[src/rtl/video_timing_gen.sv]
// ============================================================================
// video_timing_gen
// ----------------------------------------------------------------------------
// Single-clock raster generator in the pixel domain.
//
// The block runs free-running horizontal and vertical counters. From them it
// decodes a pixel request stream, with x/y coordinates, for the frame-buffer
// fetch logic. It also drives a registered VGA-style hsync/vsync/blank/RGB444
// stream for the HDMI/DVI encoder. Pixel data from the fetch path arrives
// PIXEL_LATENCY cycles after its request. The decoded sync and blank bits are
// delayed by the same amount, so every output bit leaves the output register
// PIXEL_LATENCY+1 cycles after the counter state that produced it.
//
// Optional feature (compile-time macro VTG_TEST_PATTERN_EN):
//   When the macro is defined, the design has an extra input test_pattern_i.
//   While it is high, the colour output shows 8 vertical colour bars instead
//   of r_i/g_i/b_i. The bars are indexed by the delayed x, and blank masking
//   still applies.
//
// Ports:
//   clk_pixel        in   pixel clock (the only clock)
//   reset_i          in   asynchronous, active-high reset
//   req_o            out  pixel request, high inside the active area
//   x_o / y_o        out  horizontal / vertical counter (11 / 10 bits)
//   line_start_o     out  pulse at h_cnt==0 on active lines
//   frame_start_o    out  pulse at h_cnt==0, v_cnt==0
//   r_i, g_i, b_i    in   4-bit pixel data, PIXEL_LATENCY cycles after request
//   test_pattern_i   in   colour-bar select (only with VTG_TEST_PATTERN_EN)
//   vga_hsync_o      out  registered hsync, polarity set by H_SYNC_POL
//   vga_vsync_o      out  registered vsync, polarity set by V_SYNC_POL
//   vga_blank_o      out  registered blank, high outside the active area
//   vga_r_o/g_o/b_o  out  registered 4-bit colour, zero while blanked
// ============================================================================
module video_timing_gen #(
    parameter int H_ACTIVE      = 640,
    parameter int H_FP          = 16,
    parameter int H_SYNC        = 96,
    parameter int H_BP          = 48,
    parameter int V_ACTIVE      = 480,
    parameter int V_FP          = 10,
    parameter int V_SYNC        = 2,
    parameter int V_BP          = 33,
    parameter bit H_SYNC_POL    = 1'b0,
    parameter bit V_SYNC_POL    = 1'b0,
    parameter int PIXEL_LATENCY = 2
) (
    input  logic        clk_pixel,
    input  logic        reset_i,
    output logic        req_o,
    output logic [10:0] x_o,
    output logic [9:0]  y_o,
    output logic        line_start_o,
    output logic        frame_start_o,
    input  logic [3:0]  r_i,
    input  logic [3:0]  g_i,
    input  logic [3:0]  b_i,
`ifdef VTG_TEST_PATTERN_EN
    input  logic        test_pattern_i,
`endif
    output logic        vga_hsync_o,
    output logic        vga_vsync_o,
    output logic        vga_blank_o,
    output logic [3:0]  vga_r_o,
    output logic [3:0]  vga_g_o,
    output logic [3:0]  vga_b_o
);

    localparam int H_TOTAL = H_ACTIVE + H_FP + H_SYNC + H_BP;
    localparam int V_TOTAL = V_ACTIVE + V_FP + V_SYNC + V_BP;

    // Decode thresholds are one bit wider than the counters. A sync end
    // that lands exactly on 2048/1024 therefore does not wrap to zero.
    localparam logic [11:0] H_ACT_X   = 12'(H_ACTIVE);
    localparam logic [11:0] H_SYNC_SX = 12'(H_ACTIVE + H_FP);
    localparam logic [11:0] H_SYNC_EX = 12'(H_ACTIVE + H_FP + H_SYNC);
    localparam logic [10:0] V_ACT_X   = 11'(V_ACTIVE);
    localparam logic [10:0] V_SYNC_SX = 11'(V_ACTIVE + V_FP);
    localparam logic [10:0] V_SYNC_EX = 11'(V_ACTIVE + V_FP + V_SYNC);
    localparam logic [10:0] H_LAST    = 11'(H_TOTAL - 1);
    localparam logic [9:0]  V_LAST    = 10'(V_TOTAL - 1);

    // Configuration errors are caught at elaboration.
    if (H_TOTAL > 2048) begin : g_h_total_err
        $error("video_timing_gen: H_TOTAL %0d exceeds 2048", H_TOTAL);
    end
    if (V_TOTAL > 1024) begin : g_v_total_err
        $error("video_timing_gen: V_TOTAL %0d exceeds 1024", V_TOTAL);
    end
    if (PIXEL_LATENCY < 1 || PIXEL_LATENCY > 4) begin : g_lat_err
        $error("video_timing_gen: PIXEL_LATENCY %0d outside 1..4", PIXEL_LATENCY);
    end

    logic [10:0] h_cnt;
    logic [9:0]  v_cnt;
    logic [11:0] h_ext;
    logic [10:0] v_ext;
    logic        active;
    logic        hs;
    logic        vs;

    // ---- p0: raster counters and per-cycle decode ----
    always_ff @(posedge clk_pixel or posedge reset_i) begin
        if (reset_i) begin
            h_cnt <= '0;
            v_cnt <= '0;
        end else if (h_cnt == H_LAST) begin
            h_cnt <= '0;
            v_cnt <= (v_cnt == V_LAST) ? '0 : v_cnt + 10'd1;
        end else begin
            h_cnt <= h_cnt + 11'd1;
        end
    end

    assign h_ext  = {1'b0, h_cnt};
    assign v_ext  = {1'b0, v_cnt};
    assign active = (h_ext < H_ACT_X) && (v_ext < V_ACT_X);
    assign hs     = (h_ext >= H_SYNC_SX) && (h_ext < H_SYNC_EX);
    assign vs     = (v_ext >= V_SYNC_SX) && (v_ext < V_SYNC_EX);

    assign x_o           = h_cnt;
    assign y_o           = v_cnt;
    assign req_o         = active;
    assign line_start_o  = (h_cnt == '0) && (v_ext < V_ACT_X);
    assign frame_start_o = (h_cnt == '0) && (v_cnt == '0);

    // ---- p1..pN: delay line matching the fetch latency ----
    // The sync bits are stored in their asserted sense, so the reset value 0
    // means inactive, whatever polarity is chosen.
    logic hs_p    [PIXEL_LATENCY];
    logic vs_p    [PIXEL_LATENCY];
    logic blank_p [PIXEL_LATENCY];

    always_ff @(posedge clk_pixel or posedge reset_i) begin
        if (reset_i) begin
            for (int i = 0; i < PIXEL_LATENCY; i++) begin
                hs_p[i]    <= 1'b0;
                vs_p[i]    <= 1'b0;
                blank_p[i] <= 1'b1;
            end
        end else begin
            hs_p[0]    <= hs;
            vs_p[0]    <= vs;
            blank_p[0] <= ~active;
            for (int i = 1; i < PIXEL_LATENCY; i++) begin
                hs_p[i]    <= hs_p[i-1];
                vs_p[i]    <= vs_p[i-1];
                blank_p[i] <= blank_p[i-1];
            end
        end
    end

    logic        hs_d;
    logic        vs_d;
    logic        blank_d;
    logic [11:0] pix_rgb;

    assign hs_d    = hs_p[PIXEL_LATENCY-1];
    assign vs_d    = vs_p[PIXEL_LATENCY-1];
    assign blank_d = blank_p[PIXEL_LATENCY-1];

`ifdef VTG_TEST_PATTERN_EN
    localparam logic [10:0] BAR_W = 11'(H_ACTIVE / 8);

    if (H_ACTIVE < 8) begin : g_bar_err
        $error("video_timing_gen: H_ACTIVE %0d too small for 8 colour bars", H_ACTIVE);
    end

    // x travels with the sync/blank bits. It is masked by blank downstream,
    // so it does not need a reset.
    logic [10:0] x_p [PIXEL_LATENCY];

    always_ff @(posedge clk_pixel) begin
        x_p[0] <= h_cnt;
        for (int i = 1; i < PIXEL_LATENCY; i++) begin
            x_p[i] <= x_p[i-1];
        end
    end

    // Bar index from x. Any remainder pixels when H_ACTIVE is not a multiple
    // of 8 are clamped into the last bar.
    function automatic logic [2:0] bar_index(input logic [10:0] x);
        logic [10:0] q;
        q = x / BAR_W;
        return (q > 11'd7) ? 3'd7 : q[2:0];
    endfunction

    function automatic logic [11:0] bar_colour(input logic [2:0] idx);
        logic [11:0] c;
        case (idx)
            3'd0:    c = 12'hFFF;
            3'd1:    c = 12'hFF0;
            3'd2:    c = 12'h0FF;
            3'd3:    c = 12'h0F0;
            3'd4:    c = 12'hF0F;
            3'd5:    c = 12'hF00;
            3'd6:    c = 12'h00F;
            default: c = 12'h000;
        endcase
        return c;
    endfunction

    always_comb begin
        pix_rgb = '0;
        if (!blank_d) begin
            if (test_pattern_i) pix_rgb = bar_colour(bar_index(x_p[PIXEL_LATENCY-1]));
            else                pix_rgb = {r_i, g_i, b_i};
        end
    end
`else
    always_comb begin
        pix_rgb = '0;
        if (!blank_d) pix_rgb = {r_i, g_i, b_i};
    end
`endif

    // ---- output register: realigned sync/blank/colour ----
    always_ff @(posedge clk_pixel or posedge reset_i) begin
        if (reset_i) begin
            vga_hsync_o <= ~H_SYNC_POL;
            vga_vsync_o <= ~V_SYNC_POL;
            vga_blank_o <= 1'b1;
            vga_r_o     <= '0;
            vga_g_o     <= '0;
            vga_b_o     <= '0;
        end else begin
            vga_hsync_o <= hs_d ^ ~H_SYNC_POL;
            vga_vsync_o <= vs_d ^ ~V_SYNC_POL;
            vga_blank_o <= blank_d;
            vga_r_o     <= pix_rgb[11:8];
            vga_g_o     <= pix_rgb[7:4];
            vga_b_o     <= pix_rgb[3:0];
        end
    end

endmodule

[config.mk]
export PLATFORM = sky130hd
export DESIGN_NAME = video_timing_gen
export DESIGN_NICKNAME = d
export VERILOG_FILES = /design/src/rtl/video_timing_gen.sv
export SDC_FILE = /design/constraint.sdc
export NUM_CORES = 1
export LEC_CHECK = 0
export BUFFER_PORTS_ARGS = -buffer_cell sky130_fd_sc_hd__buf_2
export CAP_MARGIN = 20
export CORE_ASPECT_RATIO = 0.5
export CORE_MARGIN = 3
export CORE_UTILIZATION = 54
export CTS_CLUSTER_DIAMETER = 120
export DETAILED_ROUTE_END_ITERATION = 8
export HOLD_SLACK_MARGIN = 0.15
export PLACE_DENSITY = 0.83
export SYNTH_ARGS = -nofsm -noshare
export SYNTH_HDL_FRONTEND = slang
export SYNTH_SLANG_ARGS = --single-unit
export TNS_END_PERCENT = 30
[constraint.sdc]
create_clock -name clk_pixel -period 6.5 [get_ports clk_pixel]
set_clock_uncertainty 0.15 [all_clocks]
set_input_delay 0.325 -clock clk_pixel [delete_from_list [all_inputs] [get_ports clk_pixel]]
set_output_delay 0.325 -clock clk_pixel [all_outputs]
set_load 0.01 [all_outputs]
# ---- After elaboration in Yosys (flattened, before gate mapping)
# Index checks and enable logic that the tools add are counted.
dict set report totals {
  out_inout_bits 39
  register_bits 42
  elab_cells 37
  in_bits 14
}
dict set report op_classes {
  n_bitwise 3
  magnitude_cmp 6
  n_addsub 2
  eq_ne 2
  reduce_logical 7
  n_mux 3
}
# cell n
set op_table {}
lappend op_table {{$lt A11 B10 Y1 const B} 2}
lappend op_table {{$lt A10 B9 Y1 const B} 2}
lappend op_table {{$mux W12} 1}
lappend op_table {{$add A11 B1 Y11 const B} 1}
lappend op_table {{$eq A11 B10 Y1 const B} 1}
lappend op_table {{$ge A11 B10 Y1 const B} 1}
lappend op_table {{$logic_not A11 Y1} 1}
lappend op_table {{$mux W11} 1}
lappend op_table {{$add A10 B1 Y10 const B} 1}
lappend op_table {{$eq A10 B10 Y1 const B} 1}
lappend op_table {{$ge A10 B9 Y1 const B} 1}
lappend op_table {{$logic_not A10 Y1} 1}
lappend op_table {{$mux W10} 1}
lappend op_table {{$logic_and A1 B1 Y1} 5}
lappend op_table {{$not A1 Y1} 3}

# ---- Logic depth before layout (Yosys ltp)
# Gate-level depths: netlist of run 1.
dict set report logic_depth {
  word_depth 3
  depth_mapped 6
  depth_no_buf 6
}

# ---- Worst setup path after synthesis of run 1
# No wires, ideal clock.
dict set report synth_timing {
  kind {register -> register}
  start {reg h_cnt[5] (netlist: x_o[5])}
  end {reg v_cnt[3] (netlist: y_o[3])}
  t_required_ps 6232
  arrival_time_ps 1860
  period_less_slack_ps 2128
  setup_time_ps 118
  setup_slack_ps 4372
  stages_incl_launch_ff 6
  path_cell_list {dfrtp_1 > or4_4 > or3_1 > buf_2 > a21o_1 > a21o_1}
}
dict set report synth_between {
  elab_chain_cells 1
}
# element line
set synth_lines {}
lappend synth_lines {{start: declaration} 93} ;# logic [10:0] h_cnt;
lappend synth_lines {{start signal: assignment} 110} ;# h_cnt <= h_cnt + 11'd1;
lappend synth_lines {{$eq A11 B10 Y1} 106} ;# end else if (h_cnt == H_LAST) begin
lappend synth_lines {{end signal: assignment} 108} ;# v_cnt <= (v_cnt == V_LAST) ? '0 : v_cnt + 10'd1;
lappend synth_lines {{end: declaration} 94} ;# logic [9:0] v_cnt;
# No other way between the ends.
# A chain may end at the register's enable or synchronous reset.

# ---- Final worst setup path of run 1
dict set report layout_timing {
  start {reg h_cnt[5] (netlist: x_o[5])}
  end {out line_start_o}
}
dict set report layout_between {
  elab_chain_cells 2
}
# element line
set layout_lines {}
lappend layout_lines {{$logic_not A11 Y1} 123} ;# assign line_start_o = (h_cnt == '0) && (v_ext < V_ACT_X);
lappend layout_lines {{$logic_and A1 B1 Y1} 123}
lappend layout_lines {{end: declaration} 52} ;# output logic line_start_o,
# No other way between the ends.

==> results of run 1 <==
## routing by layer
metal | vias up | part of all wire
li1 | 685 | -
met1 | 669 | 0.46
met2 | 48 | 0.47
met3 | 4 | 0.062
met4 | 0 | 0.010
met5 | - | 0
## state kept, by name, summed over array words and instances (netlist names)
register	cells
x_o	11
y_o	10
vga_b_o	4
vga_g_o	4
vga_r_o	4
blank_d	1
blank_p	1
hs_d	1
hs_p	1
vga_blank_o	1
vga_hsync_o	1
vga_vsync_o	1
vs_d	1
vs_p	1
## cells in the mapped netlist (3+ instances only)
| cell | count | area share |
|---|---|---|
| dfrtp_1 | 37 | 0.52 |
| nor2b_1 | 13 | 0.046 |
| nor3_1 | 8 | 0.023 |
| ha_1 | 5 | 0.035 |
| nand4_1 | 8 | 0.028 |
| a21oi_1 | 3 | 0.0084 |
| nor4_1 | 4 | 0.014 |
| inv_1 | 13 | 0.027 |
| o21ai_0 | 3 | 0.0084 |
| xor2_1 | 6 | 0.030 |
| xnor2_1 | 5 | 0.025 |
| dfstp_2 | 5 | 0.074 |
| nand3_1 | 9 | 0.025 |
| nand2_1 | 9 | 0.019 |
| nor2_1 | 7 | 0.015 |
## worst paths after layout
check                      slack [ps]           end
max                              4120  line_start_o
min                               200          vs_d
max reg2reg                      4260        y_o[3]
min reg2reg                       200          vs_d
max in group asynchronous        5280   vga_vsync_o
min in group asynchronous         560          hs_d
## cell usage in the layout (no fill, tap or decap), drive strengths merged
cell	synthesis	routed
xnor2	5	5
xor2	6	6
clkbuf	2	6
ha	5	5
nand4	8	8
a21o	2	2
mux2i	2	2
o31ai	1	1
nor4	4	4
dfrtp	37	37
nor4b	1	1
o2111ai	1	1
nand4bb	1	1
dlygate4sd3	0	13
a21oi	3	3
a31oi	1	1
nor2b	13	13
buf	2	54
or3	2	2
nor2	7	7
nand3	9	9
clkinv	0	2
dfstp	5	5
or4	2	2
and2	2	2
and3	1	1
nand2	9	9
inv	13	13
o21ai	5	5
nor3	9	9
a31o	1	1
## cell type report
class,instances,area [µm²]
fill,210,767
inverter,13,48.8
tap,40,50.0
clock inverter,2,13.8
multi-input combinational,100,653
timing repair buffer,67,403
clock buffer,6,72.6
sequential,42,1060
## kinds of logic (layout without fill, tap and decap cells)
kind of cell    after synthesis  after routing  share of synthesized area
compound gates               14             14                     0.0486
xor+xnor                     11             11                     0.0542
fa+ha+maj                     5              5                     0.0352
buf+inv                      17             88                     0.0373
flops                        42             42                      0.595
mux                           2              2                     0.0113
simple gates                 68             68                      0.218
## worst max-delay path, cell delays in order, from the launching register on
cell       delay, ps
dfrtp_1          460
or4_4            590
nand4bb_1        250
nor3_1           160
buf_2            150
## power by group through the flow
stage / Sequential, µW / Clock (µW) / Combinational, µW
floorplan: 273 / 0 / 6.22
global placement: 271 / 0 / 17.5
detailed placement: 271 / 0 / 17.7
CTS: 266 / 169 / 23.9
global route: 266 / 183 / 26.5
finish: 266 / 166 / 23.8
## per-stage QoR
stage / instances / hold slack, ps / util / instance area (µm²) / setup slack, ps
2_1_floorplan: 159 / 181 / - / 1780 / 4370
3_3_place_gp: 248 / 182 / 0.678 / 2080 / 4040
3_5_place_dp: 248 / 186 / 0.678 / 2080 / 3990
4_1_cts: 269 / 201 / 0.748 / 2290 / 3970
5_1_grt: 270 / 208 / 0.750 / 2300 / 4000
6_report: 270 / 196 / 0.750 / 2300 / 4120
==> results.md, run 1 <==
- # DRC: 0
- Switch share: 0.226
- Worst Tran Pin Value: 519 ps
- RSZ-0062 raised after global routing: false
- Hold Fails Final Rpt: 0
- Sequential-to-total area share from yosys stat: 0.595
- Die area: 4060 µm²
- Post-synth cell types: 32
- YS warnings: 0
- Reg2reg path depth: 4
- Sw Pwr: 103 µW
- Vias in the first global route: 1319
- Via density: 5.21
- HP Start: vs_p[1]
- FF-to-FF Start: x_o[5]
- Critical path class: register to primary output
- CP arrival: 1910 ps
- Clk_lat worst skew: 290 ps
- Post-Synthesis Cells: 159
- Max Fanout on Critical Path: 8
- Setup Fix Bufs, Post-CTS: 0
- Die outline height: 46.6 µm
- Num ports: 53
- Internal Power: 353 µW
- FMAX: 420 MHz
- Syn nets: 178
- WL final: 3910 µm
- Antenna-violating nets left: 0
- Static Leakage: 0.00116 µW
- First DRT Iteration DRCs: 82
- Final antenna diode count: 0
- Rows: 14
- Maximum VDD drop: 0.150 mV
- Tmin final: 2380 ps
- Hold Path Class: register to register
- CTS H-tree depth: 2
- Port Buffers: 52
- Initial antenna violation count: 0
- Share of layout cells above drive strength 1: 0.300
- Worst-path clk slew: 80 ps
- Nets: 248
- Post-CTS sizing: 0
- Seq pwr share: 0.583
- FFs w/ async S/R, synth: 1.00
- Max-slew violation count: 0
- CP required: 6020 ps
- Worst-case clock buffer depth: 2
- Clk network pwr share: 0.365
- Mapped Area: 1780 µm²
- Largest net degree at the start of global routing: 43
- Gr usage total: 0.210
- GP Congestion: 0.846
- Setup TNS Final: 0 ps
- DP HPWL: 2560 µm
- CTS tree: built
- Combinational share of power: 0.052
- Grt total ovfl: 0
- Hold Buf Count CTS: 13
- Pwr Density: 198 nW/µm²
- Wire per inst: 14.5 µm
- Via count: 1406
- Core Region: 3070 µm²
- Synthesis-stage register bit count: 42
- Root buffer cell: clkbuf_8
- Post-synth EDFFs: 0
- Crit. End Element: primary output
- Worst Setup SP: x_o[5]
- 1st-pass router iterations: 4
- Hold depth: 0
- Setup violators final: 0
- Syn_area_per_cell: 11.2 µm²
- Maxcap violations: 0
- Slew HR: 0.654
- Die Wd: 87.1 µm
- First-pass GRT wire length: 6310 µm
- GR Util met1: 0.275
- Status: completed
- Main flop type after synthesis: dfrtp_1
- Clk sinks: 42
- M3 GR Usage: 0.0518
- Critical Path Start Type: register
- Most Crowded Layer GR: met2
- CTS buffer count: 5
- Met2 Resource Use GR: 0.350
- Starting Density: 0.580
- Fin crit share: 0.366
- Total power: 456 µW
- Layout Area Growth over Synthesis: 29.4%
Note: power is estimated with default switching activity, not from simulation.
==> run 2, diff against run 1 <==
--- a/config.mk
+++ b/config.mk
@@ -5,15 +5,16 @@
 export SDC_FILE = /design/constraint.sdc
 export NUM_CORES = 1
 export LEC_CHECK = 0
+export ABC_AREA = 1
 export BUFFER_PORTS_ARGS = -buffer_cell sky130_fd_sc_hd__buf_2
 export CAP_MARGIN = 20
 export CORE_ASPECT_RATIO = 0.5
 export CORE_MARGIN = 3
-export CORE_UTILIZATION = 54
+export CORE_UTILIZATION = 51
 export CTS_CLUSTER_DIAMETER = 120
 export DETAILED_ROUTE_END_ITERATION = 8
 export HOLD_SLACK_MARGIN = 0.15
-export PLACE_DENSITY = 0.83
+export PLACE_DENSITY = 0.78
 export SYNTH_ARGS = -nofsm -noshare
 export SYNTH_HDL_FRONTEND = slang
 export SYNTH_SLANG_ARGS = --single-unit
==> constraint.sdc (replaced) <==
create_clock -name clk_pixel -period 2.22 [get_ports clk_pixel]
set_clock_uncertainty 0.15 [all_clocks]
set_input_delay 0.111 -clock clk_pixel [delete_from_list [all_inputs] [get_ports clk_pixel]]
set_output_delay 0.111 -clock clk_pixel [all_outputs]
set_load 0.01 [all_outputs]
==> results.md, run 2 <==
- Reg2reg path depth: 8 (+4)
- CP arrival: 1650 ps (-260 ps)
- Hold Fails Final Rpt: 0 (unchanged)
- CTS H-tree depth: 2 (unchanged)
- FMAX: 523 MHz
- Max stage delay on crit path: 430 ps (-160 ps)
- Vias in the first global route: 1616 (+23%)
- Mapped Area: 1950 µm² (+9.6%)
- Pwr Density: 546 nW/µm² (+180%)
- Core Region: 3550 µm² (+16%)
- CTS tree: built
- First-pass GRT wire length: 7520 µm (+19%)
- Dominant cells by area after synthesis: dfrtp_1 48%, inv_1 8.3%, nand2_1 6.9%, dfstp_2 6.7%, nor2_1 6.4%
- Area leader, netlist: dfrtp_1
- Share of layout cells above drive strength 1: 0.267 (-0.0329)
- Synthesis-stage register bit count: 42 (unchanged)
- Hold depth: 0 (unchanged)
- Die area: 4640 µm² (+14%)
- Worst-path clk slew: 90 ps (about the same)
- CTS buffer count: 5 (unchanged)
- YS warnings: 0 (unchanged)
- WL final: 4490 µm (+15%)
- Top Family by Delay on Critical Path: simple AND/OR/NAND/NOR gates
- Syn nets: 240 (+35%)
- Wire per inst: 13.1 µm (-9.7%)
- Critical Path Start Type: register
- Commonest non-fill, non-tap cell in the layout: buf_2
- Post-CTS sizing: 0 (unchanged)
- Post-route cell area: 2490 µm² (+8.2%)
- Rows: 15 (+1)
- Root buffer cell: clkbuf_8
- Max Fanout on Critical Path: 5 (-3)
- Worst Tran Pin Value: 509 ps (-9.16 ps)
- Static Leakage: 0.00141 µW (+21%)
- Most frequent cell after synthesis: inv_1
- Via density: 4.83 (-7.3%)
- Hold Path Class: register to register
- Clk sinks: 42 (unchanged)
- Commonest cells after routing, fill and taps aside: 52 x buf_2, 43 x inv_1, 37 x dfrtp_1, 36 x nand2_1, 33 x nor2_1
- Main flop type after synthesis: dfrtp_1
- Grt total ovfl: 0 (unchanged)
- Max reg flops: 11 (unchanged)
- Clk_lat worst skew: 290 ps (about the same)
- First DRT Iteration DRCs: 137 (+67%)
- Worst-case clock buffer depth: 2 (unchanged)
- RR Endpoint: y_o[9]
- Hold endpoint: blank_d
- Setup violators final: 0 (unchanged)
- Port Buffers: 52 (unchanged)
- Most Crowded Layer GR: met2
- Yosys top cell area share: 0.475 (-0.0459)
- Fin crit share: 0.861
- M3 GR Usage: 0.0640 (+0.0122)
- Via count: 1655 (+18%)
- Starting Density: 0.549 (-0.0304)
- Crit. End Element: primary output
- Post-synth cell types: 29 (-9.4%)
- Setup TNS Final: 0 ps (unchanged)
- Slew HR: 0.660 (+0.00610)
- Maximum VDD drop: 0.278 mV (+85%)
- CP required: 1960 ps (-4060 ps)
- FF-to-FF setup slack: 470 ps (-3790 ps)
- Status: completed
- Sequential-to-total area share from yosys stat: 0.543 (-0.0524)
- FF-to-FF Start: x_o[0]
- Die Wd: 93.4 µm (+7.2%)
- Critical path class: register to primary output
- Commonest cells in the netlist: 43 x inv_1, 37 x dfrtp_1, 36 x nand2_1
- 1st-pass router iterations: 4 (unchanged)
- Layout Area Growth over Synthesis: 27.7%
- # DRC: 0 (unchanged)
- Post-Synthesis Cells: 221 (+39%)
- Nets: 310 (+25%)
- Max-slew violation count: 0 (unchanged)
- Gr usage total: 0.209 (-0.000896)
- GP Congestion: 0.872 (+3.1%)
- Die outline height: 49.7 µm (+6.8%)
- Syn_area_per_cell: 8.82 µm² (-21%)
- RSZ-0062 raised after global routing: false
- Maxcap violations: 0 (unchanged)
- FFs w/ async S/R, synth: 1.00 (unchanged)
- GR Util met1: 0.266 (-0.00896)
- Final antenna diode count: 0 (unchanged)
- Placed Instance Area: 2260 µm² (+9.0%)
- Post-synth EDFFs: 0 (unchanged)
- Num ports: 53 (unchanged)
- CP Buf/Inv Count: 2 (+1)
- HP Start: blank_p[1]
- Crit-path cells: inv_1 -> ha_1 -> nand2_1 -> nor3_1 -> nand3_1 -> nor2_1 -> buf_2
- Worst path slowest cell: dfrtp_1
- DP HPWL: 3030 µm (+18%)
- Tmin final: 1910 ps
- Initial antenna violation count: 0 (unchanged)
- Largest net degree at the start of global routing: 43 (unchanged)
- Antenna-violating nets left: 0 (unchanged)
- Met2 Resource Use GR: 0.362 (+0.0122)
-- run 2: where the power goes --
group	switching (µW)	internal, µW	total [µW]
clock network	280	227	507
registers	2.82	776	778
logic	37.9	35.1	73.1
-- run 2: how the worst max path moves through the flow --
stage	from	endpoint	cells past startpoint
final	y_o[0]	frame_start_o	7
after global routing	y_o[1]	frame_start_o	7
after CTS	y_o[0]	frame_start_o	7
after detailed placement	x_o[0]	y_o[7]	7
after global placement	x_o[0]	y_o[9]	8
after floorplan	x_o[0]	y_o[5]	7
-- run 2: timing repair --
action                    CTS  global route
hold endpoints to repair   51             0
setup buffers               0             0
hold buffers               13             0
-- run 2: metrics by stage --
step	std cells	hold WS, ps	setup slack (ps)	power (µW)	util
6_report	343	208	308	1360	0.701
4_1_cts	343	212	289	1370	0.701
3_3_place_gp	322	114	521	845	0.638
2_1_floorplan	221	62.0	616	819	-
3_5_place_dp	322	126	475	847	0.638
5_1_grt	343	215	156	1430	0.701
-- run 2: cell type report --
class	count	area, µm²
fillers	290	1060
flip-flops and latches	42	1060
multi-input cells	131	706
repair buffers	66	398
inverters	45	169
clock buffers	5	68.8
well taps	51	63.8
clock inverters	3	25.0
-- run 2: cells by family after synthesis --
family | after synthesis | share of synthesized area
and+or+nand+nor | 107 | 0.263
buffers and inverters | 48 | 0.0951
DFF | 42 | 0.543
AOI/OAI and AO/OA | 11 | 0.0308
xor gates and xnor gates | 8 | 0.0360
adders and majority gates | 5 | 0.0321
-- run 2: worst reg2reg max path: cells and delay by family (launching register included) --
| family | cells | cell delay, ps |
|---|---|---|
| adders and majority gates | 1 | 260 |
| and+or+nand+nor | 6 | 710 |
| DFF | 1 | 450 |
| buffers and inverters | 1 | 90 |
-- run 2: routing by layer --
layer / share of wire / vias to the layer above
li1: - / 812
met1: 0.41 / 786
met2: 0.52 / 57
met3: 0.069 / 0
met4: 0 / 0
met5: 0 / -
==> run 3, diff against run 2 <==
--- a/config.mk
+++ b/config.mk
@@ -10,11 +10,11 @@
 export CAP_MARGIN = 20
 export CORE_ASPECT_RATIO = 0.5
 export CORE_MARGIN = 3
-export CORE_UTILIZATION = 51
+export CORE_UTILIZATION = 55
 export CTS_CLUSTER_DIAMETER = 120
 export DETAILED_ROUTE_END_ITERATION = 8
 export HOLD_SLACK_MARGIN = 0.15
-export PLACE_DENSITY = 0.78
+export PLACE_DENSITY = 0.83
 export SYNTH_ARGS = -nofsm -noshare
 export SYNTH_HDL_FRONTEND = slang
 export SYNTH_SLANG_ARGS = --single-unit
==> constraint.sdc (replaced) <==
create_clock -name clk_pixel -period 2.2 [get_ports clk_pixel]
set_clock_uncertainty 0.15 [all_clocks]
set_input_delay 0.11 -clock clk_pixel [delete_from_list [all_inputs] [get_ports clk_pixel]]
set_output_delay 0.11 -clock clk_pixel [all_outputs]
set_load 0.01 [all_outputs]
==> results.md, run 3 (same netlist as run 2, synthesis figures left out) <==
- Nets: 310 (unchanged)
- GP Congestion: 0.891 (+2.1%)
- RSZ-0062 raised after global routing: false
- Grt total ovfl: 0 (unchanged)
- Hold Path Class: register to register
- Setup TNS Final: 0 ps (unchanged)
- Layout Area Growth over Synthesis: 27.3%
- Worst-case clock buffer depth: 2 (unchanged)
- Top Family by Delay on Critical Path: simple AND/OR/NAND/NOR gates
- WL final: 4540 µm (+1.0%)
- CTS buffer count: 5 (unchanged)
- Max-slew violation count: 0 (unchanged)
- FMAX: 526 MHz
- CP arrival: 1640 ps (about the same)
- Die area: 4340 µm² (-6.6%)
- Via count: 1674 (+1.1%)
- Fillcell total: 251 (-13%)
- Worst Tran Pin Value: 505 ps (-4.19 ps)
- Die Wd: 90.2 µm (-3.5%)
- Starting Density: 0.611 (+0.0619)
- First-pass GRT wire length: 7470 µm (-0.74%)
- Static Leakage: 0.00140 µW (about the same)
- Port Buffers: 52 (unchanged)
- Core Region: 3190 µm² (-10%)
- Root buffer cell: clkbuf_8
- Wire per inst: 13.3 µm (+1.9%)
- Clk_lat worst skew: 300 ps (about the same)
- Max reg flops: 11 (unchanged)
- Commonest non-fill, non-tap cell in the layout: buf_2
- Num ports: 53 (unchanged)
- Setup Fix Bufs, Post-CTS: 0 (unchanged)
- CP required: 1940 ps (-20 ps)
- Tmin final: 1900 ps
- Setup violators final: 0 (unchanged)
- Max Fanout on Critical Path: 6 (+1)
- Pwr Density: 548 nW/µm² (+0.29%)
- CP Buf/Inv Count: 2 (unchanged)
- Gr usage total: 0.229 (+0.0196)
- Slew HR: 0.663 (+0.00279)
- Layout Utilization: 0.778 (+0.0766)
- Reg area: 1060 µm² (unchanged)
- 1st-pass router iterations: 4 (unchanged)
- Clk sinks: 42 (unchanged)
- Maximum VDD drop: 0.316 mV (+14%)
- Vias in the first global route: 1597 (-1.2%)
- DP HPWL: 3170 µm (+4.8%)
- # DRC: 0 (unchanged)
- Critical path class: register to primary output
- Commonest cells after routing, fill and taps aside: 52 x buf_2, 43 x inv_1, 37 x dfrtp_1, 36 x nand2_1, 33 x nor2_1
- Via density: 4.92 (+2.0%)
- Critical Path Start Type: register
- Die outline height: 48.1 µm (-3.3%)
- CTS H-tree depth: 2 (unchanged)
- Status: completed
- Initial antenna violation count: 0 (unchanged)
- First DRT Iteration DRCs: 136 (-0.73%)
- Worst path slowest cell: dfrtp_1
- Worst-path clk slew: 80 ps (about the same)
- CTS tree: built
- Final antenna diode count: 0 (unchanged)
- Fin crit share: 0.864
- Maxcap violations: 0 (unchanged)
- Crit-path cells: inv_1 -> ha_1 -> nand2_1 -> nor3_1 -> nand3_1 -> nor2_1 -> buf_2
- Antenna-violating nets left: 0 (unchanged)
- Share of layout cells above drive strength 1: 0.267 (unchanged)
- Crit. End Element: primary output
- Hold Fails Final Rpt: 0 (unchanged)
- Rows: 14 (-1)
- Largest net degree at the start of global routing: 43 (unchanged)
- Multi-input gate area: 706 µm² (unchanged)
- Max stage delay on crit path: 450 ps (+20 ps)
==> run 3: metal layers <==
layer | GRT usage | vias to the layer above | share of wire
li1 | - | 812 | -
met1 | 0.269 | 794 | 0.41
met2 | 0.428 | 58 | 0.52
met3 | 0.0581 | 10 | 0.053
met4 | 0.0942 | 0 | 0.017
met5 | 0 | - | 0
==> run 3: final cells by class <==
| class | instances | share of cell area |
|---|---|---|
| sequential | 42 | 0.426 |
| clock buffer | 5 | 0.0277 |
| clock inverter | 3 | 0.00858 |
| tap | 48 | 0.0242 |
| inverter | 45 | 0.0681 |
| timing repair buffer | 66 | 0.160 |
| multi-input combinational | 131 | 0.285 |
==> run 3: final timing paths <==
kind,to,from,slack (ps),cells after the start
min,blank_d,blank_p[1],210,0
min in group asynchronous,vs_p[1],reset_i,350,4
max reg2reg,y_o[3],x_o[0],460,6
max in group asynchronous,vga_hsync_o,reset_i,1180,4
max,frame_start_o,y_o[1],300,7
min reg2reg,blank_d,blank_p[1],210,0
==> run 3: repair_timing <==
item                                   CTS  global route
hold buffers                            13             0
endpoints found under the hold margin   52             0
gates resized for setup                  0             0
==> run 3: through the flow <==
step | cell area [µm²] | cells | hold WS (ps) | setup WS, ps | total power, µW
CTS | 2480 | 340 | 212 | 286 | 1370
detailed placement | 2260 | 319 | 127 | 472 | 857
finish | 2480 | 340 | 210 | 298 | 1360
global route | 2480 | 340 | 218 | 159 | 1410
floorplan | 1950 | 221 | 61.0 | 596 | 826
global placement | 2260 | 319 | 105 | 526 | 852
==> run 3: report_power, final <==
| part | internal, µW | total (µW) | leakage, µW | switching, µW |
|---|---|---|---|---|
| logic | 35.4 | 73.5 | 0.000834 | 38.0 |
| clock network | 223 | 499 | 0.0000441 | 276 |
| registers | 783 | 786 | 0.000527 | 3.26 |
| total | 1040 | 1360 | 0.00140 | 317 |
